`config.mk`:
```
export PLATFORM = sky130hd
export DESIGN_NAME = bcd_operand_entry
export DESIGN_NICKNAME = d
export VERILOG_FILES = /design/src/rtl/bcd_operand_entry_pkg.sv /design/src/rtl/bcd_digit_shifter.sv /design/src/rtl/bcd_operand_entry.sv
export SDC_FILE = /design/constraint.sdc
export NUM_CORES = 1
export LEC_CHECK = 0
export BUFFER_PORTS_ARGS = -buffer_cell sky130_fd_sc_hd__buf_2
export CAP_MARGIN = 20
export CORE_MARGIN = 1
export CORE_UTILIZATION = 31
export DETAILED_ROUTE_END_ITERATION = 8
export PLACE_DENSITY = 0.51
export SYNTH_ARGS = -nofsm -noshare
export SYNTH_HDL_FRONTEND = slang
export SYNTH_SLANG_ARGS = --single-unit
```
`constraint.sdc`:
```
create_clock -name clk -period 4.7 [get_ports clk]
set_clock_uncertainty 0.1 [all_clocks]
set_input_delay 0.235 -clock clk [delete_from_list [all_inputs] [get_ports clk]]
set_output_delay 0.235 -clock clk [all_outputs]
set_load 0.03 [all_outputs]
```
`src/rtl/bcd_operand_entry_pkg.sv`:
```
// Shared definitions for the BCD operand entry block: digit limit, FSM
// encoding and the channel-to-bit-slice mapping used for the snapshot bus.
package bcd_operand_entry_pkg;

  localparam logic [3:0] BCD_MAX = 4'd9;

  typedef enum logic {
    ENTRY = 1'b0,
    HOLD  = 1'b1
  } state_t;

  // Lowest bit of channel k within a packed bus of DIGITS-wide BCD operands.
  function automatic int unsigned slice_offset(int unsigned k, int unsigned digits);
    return k * digits * 4;
  endfunction

endpackage

```
`src/rtl/bcd_digit_shifter.sv`:
```
// One operand channel: shift-accumulates BCD digits (most significant first)
// and keeps sticky non-BCD (err) and overflow (ovf) flags.
module bcd_digit_shifter
  import bcd_operand_entry_pkg::*;
#(
  parameter int DIGITS = 4
) (
  input  logic                  clk,
  input  logic                  rst,
  input  logic                  en,
  input  logic                  clr,
  input  logic [3:0]            digit,
  output logic [DIGITS*4-1:0]   value,
  output logic                  err,
  output logic                  ovf
);

  localparam int W  = DIGITS * 4;
  localparam int CW = $clog2(DIGITS + 1);

  logic [CW-1:0] count;
  logic          full;
  logic          bad;

  assign full = (count == CW'(DIGITS));
  assign bad  = (digit > BCD_MAX);

  // NOTE: sequential state uses non-blocking assignments so every register
  // samples the pre-edge values, independent of statement order.
  always_ff @(posedge clk or negedge rst) begin
    if (!rst) begin
      value <= '0;
      count <= '0;
      err   <= 1'b0;
      ovf   <= 1'b0;
    end else if (clr) begin
      value <= '0;
      count <= '0;
      err   <= 1'b0;
      ovf   <= 1'b0;
    end else if (en) begin
      if (bad)  err <= 1'b1;
      if (full) ovf <= 1'b1;
      if (!bad && !full) begin
        // Truncating the concatenation shifts left one digit; for DIGITS=1
        // it degenerates to a plain replace.
        value <= W'({value, digit});
        count <= count + CW'(1);
      end
    end
  end

endmodule

```
`src/rtl/bcd_operand_entry.sv`:
```
// Multi-channel BCD operand entry: routes digit strobes to per-channel
// shifters and hands a snapshot of all operands downstream on commit.
module bcd_operand_entry
  import bcd_operand_entry_pkg::*;
#(
  parameter int DIGITS = 4,
  parameter int CH     = 2,
  parameter int SELW   = (CH > 1) ? $clog2(CH) : 1
) (
  input  logic                     clk,
  input  logic                     rst,
  input  logic [3:0]               digit,
  input  logic                     digit_stb,
  input  logic [SELW-1:0]          sel,
  input  logic                     clear,
  input  logic                     commit,
  output logic                     in_ready,
  output logic [CH-1:0]            err,
  output logic [CH-1:0]            ovf,
  output logic                     commit_rej,
  output logic                     out_valid,
  input  logic                     out_ready,
  output logic [CH*DIGITS*4-1:0]   out_data
);

  state_t                   state, next_state;
  logic                     clr_all, load, rej, en_digit;
  logic [CH-1:0]            en;
  logic [CH*DIGITS*4-1:0]   work;

  for (genvar k = 0; k < CH; k++) begin : g_ch
    // A select value beyond CH-1 matches no channel and is thus ignored.
    assign en[k] = en_digit && (sel == SELW'(k));

    bcd_digit_shifter #(.DIGITS(DIGITS)) u_shifter (
      .clk   (clk),
      .rst   (rst),
      .en    (en[k]),
      .clr   (clr_all),
      .digit (digit),
      .value (work[slice_offset(k, DIGITS) +: DIGITS*4]),
      .err   (err[k]),
      .ovf   (ovf[k])
    );
  end

  // NOTE: every signal driven here gets a default first, so no path through
  // the case can leave one unassigned and infer a latch.
  always_comb begin
    next_state = state;
    clr_all    = 1'b0;
    load       = 1'b0;
    rej        = 1'b0;
    en_digit   = 1'b0;
    case (state)
      ENTRY: begin
        if (clear) begin
          clr_all = 1'b1;
        end else if (commit) begin
          if (|err) begin
            rej = 1'b1;
          end else begin
            load       = 1'b1;
            clr_all    = 1'b1;
            next_state = HOLD;
          end
        end else if (digit_stb) begin
          en_digit = 1'b1;
        end
      end
      HOLD: begin
        if (out_ready) next_state = ENTRY;
      end
      default: next_state = ENTRY;
    endcase
  end

  // NOTE: the snapshot register is reset because out_data must read zero
  // after reset; it is a plain register bank, not a RAM.
  always_ff @(posedge clk or negedge rst) begin
    if (!rst) begin
      state      <= ENTRY;
      commit_rej <= 1'b0;
      out_data   <= '0;
    end else begin
      state      <= next_state;
      commit_rej <= rej;
      if (load) out_data <= work;
    end
  end

  // Decoded straight from state so an asynchronous reset drops out_valid at once.
  assign in_ready  = (state == ENTRY);
  assign out_valid = (state == HOLD);

endmodule

```
* After elaboration in Yosys (flattened, before gate mapping)
Cells that the tools add are included.
** Cells by class
- Equal/unequal tests :: 2
- $add $sub $neg :: 2
- Shift operators :: 0
- Reduce and logical (&&, ||, !) cells :: 21
- Mux-type cells :: 39
- Multiply operators :: 0
- Div/mod/pow operators :: 0
- $lt $le $gt $ge :: 1
- Bitwise gates (word level) :: 2
** Operators by type and width (count)
- two-way mux 16 bit :: 6
- two-way mux 1 bit :: 26
- two-way mux 3 bit :: 6
- nonzero test 2 bit :: 7
- AND reduction 2 bit :: 6
- adder 3 x 1 -> 3 bit, second input constant :: 2
- == test 3 bit, second input constant :: 2
- greater-than comparator 4 bit, second input constant :: 1
- logical AND 1 bit :: 4
- logical NOT 1 bit :: 3
- NOT 1 bit :: 2
- one-hot mux 1 bit (2 select lines) :: 1
- OR reduction 2 bit :: 1
** Storage, ports and cells
- Register bits after elaboration :: 76
- Memories kept :: 0
- ROM bits :: 0
- Latch bits :: 0
- Bits in writable memories :: 0
- Bits of input ports :: 11
- Word-level logic and storage cells :: 78
- Output and inout bits :: 39

* Logic depth before layout (Yosys ltp)
Gate-level depths: netlist of run 1.
- Depth in word-level cells :: 7
- Gate-level depth with buffers :: 6
- Mapped depth without buffers :: 5

* By module
A second synthesis of run 1 with hierarchy kept.
** Unflattened totals
- Cell total of the unflattened synthesis :: 248
- Area, all modules :: 3465.8 µm²
** Modules (own cells, without submodules)
- bcd_digit_shifter :: instances 2, cells an instance 84, seq. area each 525.5 µm², area each 1016.0 µm²
- bcd_operand_entry :: instances 1, cells an instance 80, seq. area each 850.8 µm², area each 1433.9 µm²

* Least setup slack after synthesis of run 1
OpenSTA, ideal clock, no wires.
- Path type :: reg2reg
- Start :: register state, in the netlist out_valid
- End :: register g_ch[1].u_shifter.value[10]
- Period minus slack after synthesis :: 1972 ps
- Required time :: 4475 ps
- Buffers on the path :: 2
- Setup slack :: 2728 ps
- Stages on the path, launching flop included :: 6
- Library setup time :: 125 ps
- Data arrival time :: 1747 ps
- Cell sequence :: dfrtp_1 > or4b_1 > buf_2 > buf_6 > and3_1 > mux2_2
** On the way
- Word-level cells in the longest chain between the ends :: 4
- Elaborated cells on any way between the ends :: 7
- Classes of those cells :: mux: 3; reduce/logical: 4
** Ends and longest elaborated chain
- start: declaration :: line bcd_operand_entry.sv:26 : state_t state, next_state;
- start signal: assignment :: line bcd_operand_entry.sv:86 : state <= next_state;
- two-way mux 1 bit :: line bcd_operand_entry.sv:55 : case (state)
- logical AND 1 bit :: line bcd_operand_entry.sv:33 : assign en[k] = en_digit && (sel == SELW'(k));
- nonzero test 2 bit (no line)
- AND reduction 2 bit (no line)
- end signal: assignment :: line bcd_digit_shifter.sv:47 : value <= W'({value, digit});
- end: declaration :: line bcd_digit_shifter.sv:13 : output logic [DIGITS*4-1:0] value,
Parallel ways exist; a longest one is shown, timed or not.
A chain may end at the register's enable or synchronous reset.

* Final worst setup path of run 1
- Start :: register state, in the netlist out_valid
- End :: register g_ch[0].u_shifter.value[15]
** On the way
- Word-level cells in the longest chain between the ends :: 4
- Elaborated cells on any way between the ends :: 7
- Classes of those cells :: mux: 3; reduce/logical: 4
** Ends and longest elaborated chain (line)
- two-way mux 1 bit :: bcd_operand_entry.sv:55
- logical AND 1 bit :: bcd_operand_entry.sv:33
- nonzero test 2 bit (no line)
- AND reduction 2 bit (no line)
- end signal: assignment :: bcd_digit_shifter.sv:47
- end: declaration :: bcd_digit_shifter.sv:13
Parallel ways exist; a longest one is shown, timed or not.

==> impl_metrics.yaml, run 1 <==
min_path:
  min_from: "digit[0]"
  worst_hold_path.num_cells: 3
  hold_end: "g_ch[0].u_shifter.value[0]$_DFFE_PN0P_"
  min_path_type: "input pin to flip-flop"
final_layout:
  final_core_util: 0.370
  fillers: 1048
  fin_nets: 310
  seq_area_um2: 1900
  multi_input_area_um2: 1280
  drive_gt1_frac: 0.390
  area_delta_synth_final_pct: 15.5
  antenna_cells: 0
critical_path:
  worstSetupPathType: "flip-flop to flip-flop"
  worstPathMaxFanout: 10
  end_kind: "flip-flop"
  r2r_cells: 3
  r2r_end: "g_ch[0].u_shifter.value[15]$_DFFE_PN0P_"
  cp-start-kind: "flip-flop"
  reg2reg_from: "out_valid$_DFF_PN0_"
  ff2ff_setup_slack_ps: 2460
  cp.arrival_ps: 2380
  required_ps: 4830
synth:
  synth_area_per_cell_um2: 13.3
  yosys.area_share.adder: 0.0151
  syn_inst: 250
  synth-edff-count: 0
  synth_fp_nets: 265
  yosysMostFrequentCell: "dfrtp_1"
  yosys_warnings: 0
  yosys-top-cells-count: "dfrtp_1, mux2_2, nand3_1"
  yosys.area_share.simple: 0.122
  async_flop_share: 1.00
  synthFlopType: "dfrtp_1"
  ys_top_cells_by_area: "dfrtp_1, mux2_2, mux2i_1"
  synth-seq-cells: 76
  synth_top_area_share: 0.573
  synth_top_family_by_area: "multiplexers"
  synth-xor-area-share: 0
  ys_types: 31
  synth_compound_area_frac: 0.0196
  synth_mux_area_frac: 0.228
  synth_seq_area_share: 0.573
  yosys.area.top_type: "dfrtp_1"
  synth_area_um2: 3320
timing:
  fin_setup_tns_ps: 0
  rsz0062_at_grt: "false"
  slew_headroom: 0.295
  period_needed_ps: 2240
  tightest_slew_ps: 1060
  setup_viol: 0
  hold_slack_ps: 89.2
  max_freq_mhz: 446
  final_hold_viol_count: 0
  drv_slew: 0
  finalCritPeriodShare: 0.477
global_route:
  grt_first_pass_wirelength_mm: 10.9
  grt_antenna_before_repair: 0
  grt-ovfl-total: 0
  track_usage: 0.127
  grt_pass1_vias: 2108
  grt_max_degree: 77
pwr:
  power_leakage_nw: 2.07
  power.switching_mw: 0.323
  total_power_mw: 1.20
  clkPwrFrac: 0.366
  comb_power_share: 0.081
  seq_power_share: 0.553
  swShare: 0.269
  irDropWorstVdd_mv: 0.123
  power.internal_mw: 0.875
  power.density_nw_per_um2: 312
run:
  max-cap-violations: 0
cts:
  clkSlewWorstSetupHoldPaths_ps: 80
  cts_tree: "done"
  numCtsBuffers: 9
  h-tree-depth: 3
  clk_latency_ps: 350
  cts_resized: 0
  cts_buffer_depth: 2
  cts_sinks: 76
  ctsRootBufferMaster: "clkbuf_8"
detailed_routing:
  first_pass_iters: 4
  drc_errors: 0
  ant_nets: 0
  viasPerCell: 4.79
  num_vias: 2089
  routed_wl_mm: 6.58
  wl_per_cell_um: 15.1
  initialDrtViolationCount: 127
placement:
  dp_hpwl_mm: 4.18
  place.gp.congestion: 0.757
  io_buffers: 49
status:
  status: "finished clean"
floorplan:
  io_pins: 50
  core-area_um2: 10400
  start_util: 0.320
  placementRows: 37
  die_y_um: 106
  dieWidth_um: 106
  die_area_um2: 11100
## power groups by stage
stage               Combinational [mW]  Clock (mW)  Sequential [mW]
global placement                0.0991           0            0.675
detailed placement              0.0991           0            0.675
global route                     0.109       0.482            0.663
floorplan                       0.0587           0            0.680
finish                          0.0976       0.438            0.662
CTS                              0.101       0.456            0.662
## worst max-delay path by stage
stage                   startpoint                                 endpoint  slack (ps)
4_1_cts        out_valid$_DFF_PN0_   g_ch[0].u_shifter.value[5]$_DFFE_PN0P_        2190
2_1_floorplan  out_valid$_DFF_PN0_  g_ch[1].u_shifter.value[10]$_DFFE_PN0P_        2730
3_5_place_dp   out_valid$_DFF_PN0_   g_ch[0].u_shifter.value[5]$_DFFE_PN0P_        2190
6_report       out_valid$_DFF_PN0_  g_ch[0].u_shifter.value[15]$_DFFE_PN0P_        2460
5_1_grt        out_valid$_DFF_PN0_   g_ch[0].u_shifter.value[3]$_DFFE_PN0P_        2250
3_3_place_gp   out_valid$_DFF_PN0_   g_ch[0].u_shifter.value[3]$_DFFE_PN0P_        2270
## metal layers
metal | wire length [µm] | global-route usage
met1 | 3410 | 0.184
met2 | 2820 | 0.176
met3 | 227 | 0.0303
met4 | 118 | 0.0625
met5 | 0 | 0
## worst max-delay path, cell delays in order (launching register included)
cell      delay, ps
dfrtp_1         460
nor4b_4         440
nand4b_1        630
mux2_2          490
## flip-flops by register name, indices dropped and copies added, names as in the netlist
name and flops:
out_data 32, g_ch.u_shifter.value 32, commit_rej 1, g_ch.u_shifter.count 6, g_ch.u_shifter.ovf 2, g_ch.u_shifter.err 2
out_valid 1
## final cells by class
class                      count  area share
inverter                       5     0.00489
timing repair buffer          55      0.0777
clock buffer                  10      0.0333
tap                          136      0.0444
sequential                    76       0.496
clock inverter                 6      0.0108
multi-input combinational    148       0.333
## placed cells by master (no fill, tap or decap), drive strengths merged, types with 3 or more instances in the layout
master    count
clkinvlp      3
mux2i        25
buf          53
nand3        30
mux2         45
clkbuf       10
inv           5
and3         13
clkinv        3
o21a          3
nor2          4
nand2         3
ha            4
dfrtp        76
## stage by stage
| stage | std cells | area [µm²] | setup slack, ps |
|---|---|---|---|
| after global routing | 436 | 3830 | 2250 |
| final | 436 | 3830 | 2460 |
| after global placement | 417 | 3640 | 2270 |
| after floorplan | 250 | 3320 | 2730 |
| after detailed placement | 417 | 3640 | 2190 |
| after CTS | 435 | 3830 | 2190 |
## timing repair
action,CTS,global route
hold endpoints to repair,77,0
hold buffers,2,0
buffers inserted,0,0
## cells by family after synthesis
family,after synthesis
AOI/OAI and AO/OA,9
DFF,76
and+or+nand+nor,65
adders and majority gates,4
muxes,70
buffers and inverters,26
Note: power is estimated with default switching activity, not from simulation.
==> run 2, diff against run 1 <==
--- a/config.mk
+++ b/config.mk
@@ -10,7 +10,7 @@
 export CORE_MARGIN = 1
 export CORE_UTILIZATION = 31
 export DETAILED_ROUTE_END_ITERATION = 8
-export PLACE_DENSITY = 0.51
+export PLACE_DENSITY = 0.52
 export SYNTH_ARGS = -nofsm -noshare
 export SYNTH_HDL_FRONTEND = slang
 export SYNTH_SLANG_ARGS = --single-unit
==> constraint.sdc (replaced) <==
create_clock -name clk -period 2 [get_ports clk]
set_clock_uncertainty 0.1 [all_clocks]
set_input_delay 0.1 -clock clk [delete_from_list [all_inputs] [get_ports clk]]
set_output_delay 0.1 -clock clk [all_outputs]
set_load 0.03 [all_outputs]
==> impl_metrics.yaml, run 2 (synthesis results as in run 1) <==
critical_path:
  r2r_end: "g_ch[1].u_shifter.count[1]$_DFFE_PN0P_"
  cp-start-kind: "flip-flop"
  worstSetupPathType: "flip-flop to flip-flop"
  r2r_cells: 4
  cp.arrival_ps: 2040
  crit_slowest_cell: "or4b_1"
  required_ps: 2120
  cp_top_family: "simple AND/OR/NAND/NOR gates"
  crit_buf_inv: 1
  ff2ff_setup_slack_ps: 80
  worstPathMaxFanout: 46
  path_cells: "or4b_1 -> buf_12 -> and3_1 -> mux2_2"
  end_kind: "flip-flop"
  reg2reg_from: "out_valid$_DFF_PN0_"
  cp_slowest_stage_delay_ps: 600
pwr:
  power_leakage_nw: 2.17
  swShare: 0.234
  seq_power_share: 0.510
  power.internal_mw: 2.34
  comb_power_share: 0.085
  power.switching_mw: 0.715
  irDropWorstVdd_mv: 0.389
  power.density_nw_per_um2: 760
  clkPwrFrac: 0.405
global_route:
  grt_first_pass_wirelength_mm: 11.3
  grt_max_degree: 58
  grt_antenna_before_repair: 0
  grt-ovfl-total: 0
  grt_pass1_vias: 2176
  track_usage: 0.130
final_layout:
  fin_nets: 321
  final_cell_mix: "dfrtp_1, buf_2, mux2_2"
  reg_top3: "g_ch.u_shifter.value x32, out_data x32, g_ch.u_shifter.count x6"
  final_common_cell: "dfrtp_1"
  seq_area_um2: 1900
  antenna_cells: 0
  area_delta_synth_final_pct: 21.1
  fillers: 1040
  multi_input_area_um2: 1290
  final_core_util: 0.388
  drive_gt1_frac: 0.395
detailed_routing:
  routed_wl_mm: 6.53
  num_vias: 2074
  wl_per_cell_um: 14.6
  drc_errors: 0
  first_pass_iters: 4
  viasPerCell: 4.64
  ant_nets: 0
  initialDrtViolationCount: 138
floorplan:
  dieWidth_um: 106
  die_area_um2: 11100
  io_pins: 50
  die_y_um: 106
  placementRows: 37
  start_util: 0.320
  core-area_um2: 10400
timing:
  slew_headroom: 0.691
  max_freq_mhz: 521
  period_needed_ps: 1920
  final_hold_viol_count: 0
  setup_viol: 0
  finalCritPeriodShare: 0.960
  hold_slack_ps: 69.4
  tightest_slew_ps: 463
  drv_slew: 0
  rsz0062_at_grt: "false"
min_path:
  min_path_type: "input pin to flip-flop"
  min_from: "clear"
  hold_end: "commit_rej$_DFF_PN0_"
  worst_hold_path.num_cells: 3
cts:
  cts_buffer_depth: 2
  clkSlewWorstSetupHoldPaths_ps: 70
  cts_sinks: 76
  numCtsBuffers: 9
  h-tree-depth: 3
  ctsRootBufferMaster: "clkbuf_8"
  cts_tree: "done"
  clk_latency_ps: 330
placement:
  io_buffers: 49
  dp_hpwl_mm: 4.21
  place.gp.congestion: 0.728
run:
  max-cap-violations: 0
status:
  status: "finished clean"
## run 2: per-stage QoR
stage	setup TNS, ps	instances	setup WS [ps]	power [mW]	cell area [µm²]
final	0	447	79.3	3.06	4020
after global routing	0	447	11.1	3.21	4020
after floorplan	0	250	27.8	1.73	3320
after detailed placement	-3.81	424	-3.81	1.84	3730
after global placement	0	424	22.7	1.84	3730
after CTS	0	447	46.4	3.11	4010
## run 2: worst max path at each step
| stage | startpoint | endpoint | slack (ps) | depth (start not counted) |
|---|---|---|---|---|
| floorplan | out_valid$_DFF_PN0_ | g_ch[1].u_shifter.value[10]$_DFFE_PN0P_ | 30 | 5 |
| global placement | out_valid$_DFF_PN0_ | g_ch[0].u_shifter.value[9]$_DFFE_PN0P_ | 20 | 4 |
| detailed placement | out_valid$_DFF_PN0_ | g_ch[0].u_shifter.value[2]$_DFFE_PN0P_ | -4 | 4 |
| CTS | out_valid$_DFF_PN0_ | g_ch[0].u_shifter.value[0]$_DFFE_PN0P_ | 50 | 4 |
| global route | commit | g_ch[0].u_shifter.value[0]$_DFFE_PN0P_ | 10 | 6 |
| finish | out_valid$_DFF_PN0_ | g_ch[1].u_shifter.count[1]$_DFFE_PN0P_ | 80 | 4 |
## run 2: area by class of cell
cell class,instances,share of cell area
clock buffers,12,0.0336
clock inverters,4,0.0184
inverters,5,0.00467
multi-input cells,148,0.321
flip-flops and latches,76,0.473
well taps,136,0.0423
repair buffers,66,0.107
## run 2: tightest hold or removal path, stage by stage
cell     delay, ps
buf_2          130
nor2_1          70
and3b_1        150
## run 2: layer usage
metal / wire length [µm] / vias up / global-route usage
met1: 3320 / 1026 / 0.188
li1: - / 998 / -
met3: 295 / 6 / 0.0390
met4: 64 / 0 / 0.0327
met5: 0 / - / 0
met2: 2850 / 44 / 0.189
## run 2: power groups by stage
stage	clock [mW]	combinational, mW	sequential (mW)
2_1_floorplan	0	0.138	1.60
3_3_place_gp	0	0.252	1.59
3_5_place_dp	0	0.252	1.59
4_1_cts	1.29	0.264	1.56
5_1_grt	1.36	0.286	1.56
6_report	1.24	0.259	1.56
## run 2: what timing repair did
item | 4_1_cts | 5_1_grt
buffers inserted | 0 | 0
endpoints found under the setup margin | 3 | 10
hold buffers | 7 | 0
hold endpoints to repair | 86 | 0
gates resized for setup | 1 | 2
cloned | 0 | 0
==> run 3, diff against run 2 <==
==> constraint.sdc (replaced) <==
create_clock -name clk -period 1.75 [get_ports clk]
set_clock_uncertainty 0.1 [all_clocks]
set_input_delay 0.0875 -clock clk [delete_from_list [all_inputs] [get_ports clk]]
set_output_delay 0.0875 -clock clk [all_outputs]
set_load 0.03 [all_outputs]
==> impl_metrics.yaml, run 3 (synthesis results as in run 1) <==
status:
  status: "complete, but fails checks"
  violations: "negative setup slack"
floorplan:
  dieWidth_um: 106
  die_area_um2: 11100
  io_pins: 50
  start_util: 0.320
  placementRows: 37
  core-area_um2: 10400
  die_y_um: 106
detailed_routing:
  highest_layer: "met4"
  viasPerCell: 4.79
  wl_met3_um: 259
  dr_wl_met2_mm: 3.09
  initialDrtViolationCount: 60
  wl_per_cell_um: 14.9
  ant_nets: 0
  routed_wl_mm: 6.86
  num_vias: 2206
  drc_errors: 0
  first_pass_iters: 4
  m1WireLength_mm: 3.39
global_route:
  grt_max_degree: 47
  track_usage: 0.130
  grt_first_pass_wirelength_mm: 11.3
  grt_pass1_vias: 2264
  grt_antenna_before_repair: 0
  grt-ovfl-total: 0
timing:
  drv_slew: 0
  fin_setup_tns_ps: -4.05
  setup_viol: 1
  slew_headroom: 0.729
  tightest_slew_ps: 407
  hold_slack_ps: 67.6
  final_hold_viol_count: 0
  period_needed_ps: 1750
  max_freq_mhz: 570
  rsz0062_at_grt: "true"
  setup_slack_ps: -4.05
  finalCritPeriodShare: 1.00
critical_path:
  cp-start-kind: "flip-flop"
  r2r_cells: 4
  cp_num_cells: 4
  path_cells: "or4b_1 -> buf_6 -> and3_1 -> mux2_2"
  cp.arrival_ps: 1880
  crit_slowest_cell: "or4b_1"
  required_ps: 1880
  cp_slowest_stage_delay_ps: 540
  crit_buf_inv: 1
  end_kind: "flip-flop"
  worstSetupPathType: "flip-flop to flip-flop"
  worstPathMaxFanout: 20
  cp_top_family: "simple AND/OR/NAND/NOR gates"
cts:
  cts_buffer_depth: 2
  cts_tree: "done"
  clkSlewWorstSetupHoldPaths_ps: 70
  cts_sinks: 76
  h-tree-depth: 3
  ctsRootBufferMaster: "clkbuf_8"
  numCtsBuffers: 9
  clk_latency_ps: 340
placement:
  dp_hpwl_mm: 4.30
  pre_cts_ws_ps: -36.9
  placed_area_um2: 3810
  place.gp.congestion: 0.717
  io_buffers: 49
pwr:
  seq_power_share: 0.474
  clkPwrFrac: 0.428
  swShare: 0.227
  irDropWorstVdd_mv: 0.437
  power.internal_mw: 2.89
  power.switching_mw: 0.850
  power_leakage_nw: 2.29
  power.density_nw_per_um2: 878
  comb_power_share: 0.097
final_layout:
  fin_nets: 336
  antenna_cells: 0
  fillers: 1010
  reg_top3: "g_ch.u_shifter.value x32, out_data x32, g_ch.u_shifter.count x6"
  final_cell_mix: "dfrtp_1, buf_2, mux2_2"
  area_delta_synth_final_pct: 28.3
  final_common_cell: "dfrtp_1"
  drive_gt1_frac: 0.440
  seq_area_um2: 1900
  multi_input_area_um2: 1320
  fin_area_um2: 4260
run:
  max-cap-violations: 0
min_path:
  worst_hold_path.num_cells: 3
  min_path_type: "input pin to flip-flop"
-- run 3: cell types whose count changed in the layout (fill, tap and decap cells not counted), sizes merged --
cell,delta
buf,+14
clkinvlp,+1
bufinv,+1
clkinv,-2
-- run 3: worst register-to-register path: cells and delay by family (launching register included) --
| family | cells | cell delay (ps) |
|---|---|---|
| flops | 1 | 380 |
| buf+inv | 1 | 190 |
| mux | 1 | 260 |
| simple gates | 2 | 710 |
-- run 3: cell type report --
class                           count  share of cell area
Clock buffer                       11              0.0332
Tap cell                          136              0.0399
Inverter                            5             0.00441
Timing Repair Buffer               81               0.143
Sequential cell                    76               0.447
Clock inverter                      4              0.0229
Multi-Input combinational cell    148               0.310
-- run 3: worst paths after layout --
kind                                                   startpoint  slack [ps]                                       to
worst max-delay path            g_ch[0].u_shifter.err$_DFFE_PN0P_          -4   g_ch[1].u_shifter.value[9]$_DFFE_PN0P_
worst min-delay path                                          sel          70   g_ch[1].u_shifter.count[2]$_DFFE_PN0P_
worst max register to register  g_ch[0].u_shifter.err$_DFFE_PN0P_          -4   g_ch[1].u_shifter.value[9]$_DFFE_PN0P_
worst min register to register  g_ch[0].u_shifter.ovf$_DFFE_PN0P_         390        g_ch[0].u_shifter.ovf$_DFFE_PN0P_
max in group asynchronous                                     rst         850  g_ch[0].u_shifter.value[12]$_DFFE_PN0P_
min in group asynchronous                                     rst         110                 out_data[20]$_DFFE_PN0P_
-- run 3: what timing repair did --
action | CTS | global route
resized for setup | 6 | 5
cloned | 0 | 1
pin swaps | 2 | 0
hold endpoints to repair | 86 | 0
setup endpoints to repair | 18 | 61
hold buffers | 7 | 0
buffers inserted | 3 | 4
-- run 3: stage by stage --
| step | total power, mW | instances | util |
|---|---|---|---|
| detailed placement | 2.13 | 431 | 0.367 |
| global route | 3.90 | 461 | 0.411 |
| global placement | 2.13 | 431 | 0.367 |
| CTS | 3.77 | 456 | 0.403 |
| floorplan | 1.99 | 250 | - |
| finish | 3.74 | 461 | 0.411 |
-- run 3: power by group through the flow --
stage                     combinational [mW]  sequential, mW  clock, mW
after floorplan                        0.161            1.83          0
after global placement                 0.319            1.81          0
after detailed placement               0.321            1.81          0
after CTS                              0.346            1.77       1.65
after global routing                   0.397            1.78       1.72
final                                  0.364            1.78       1.60
-- run 3: metal layers --
layer,global-route usage,vias up
li1,-,1032
met1,0.187,1123
met2,0.186,40
met3,0.0309,11
met4,0.0565,0
met5,0,-
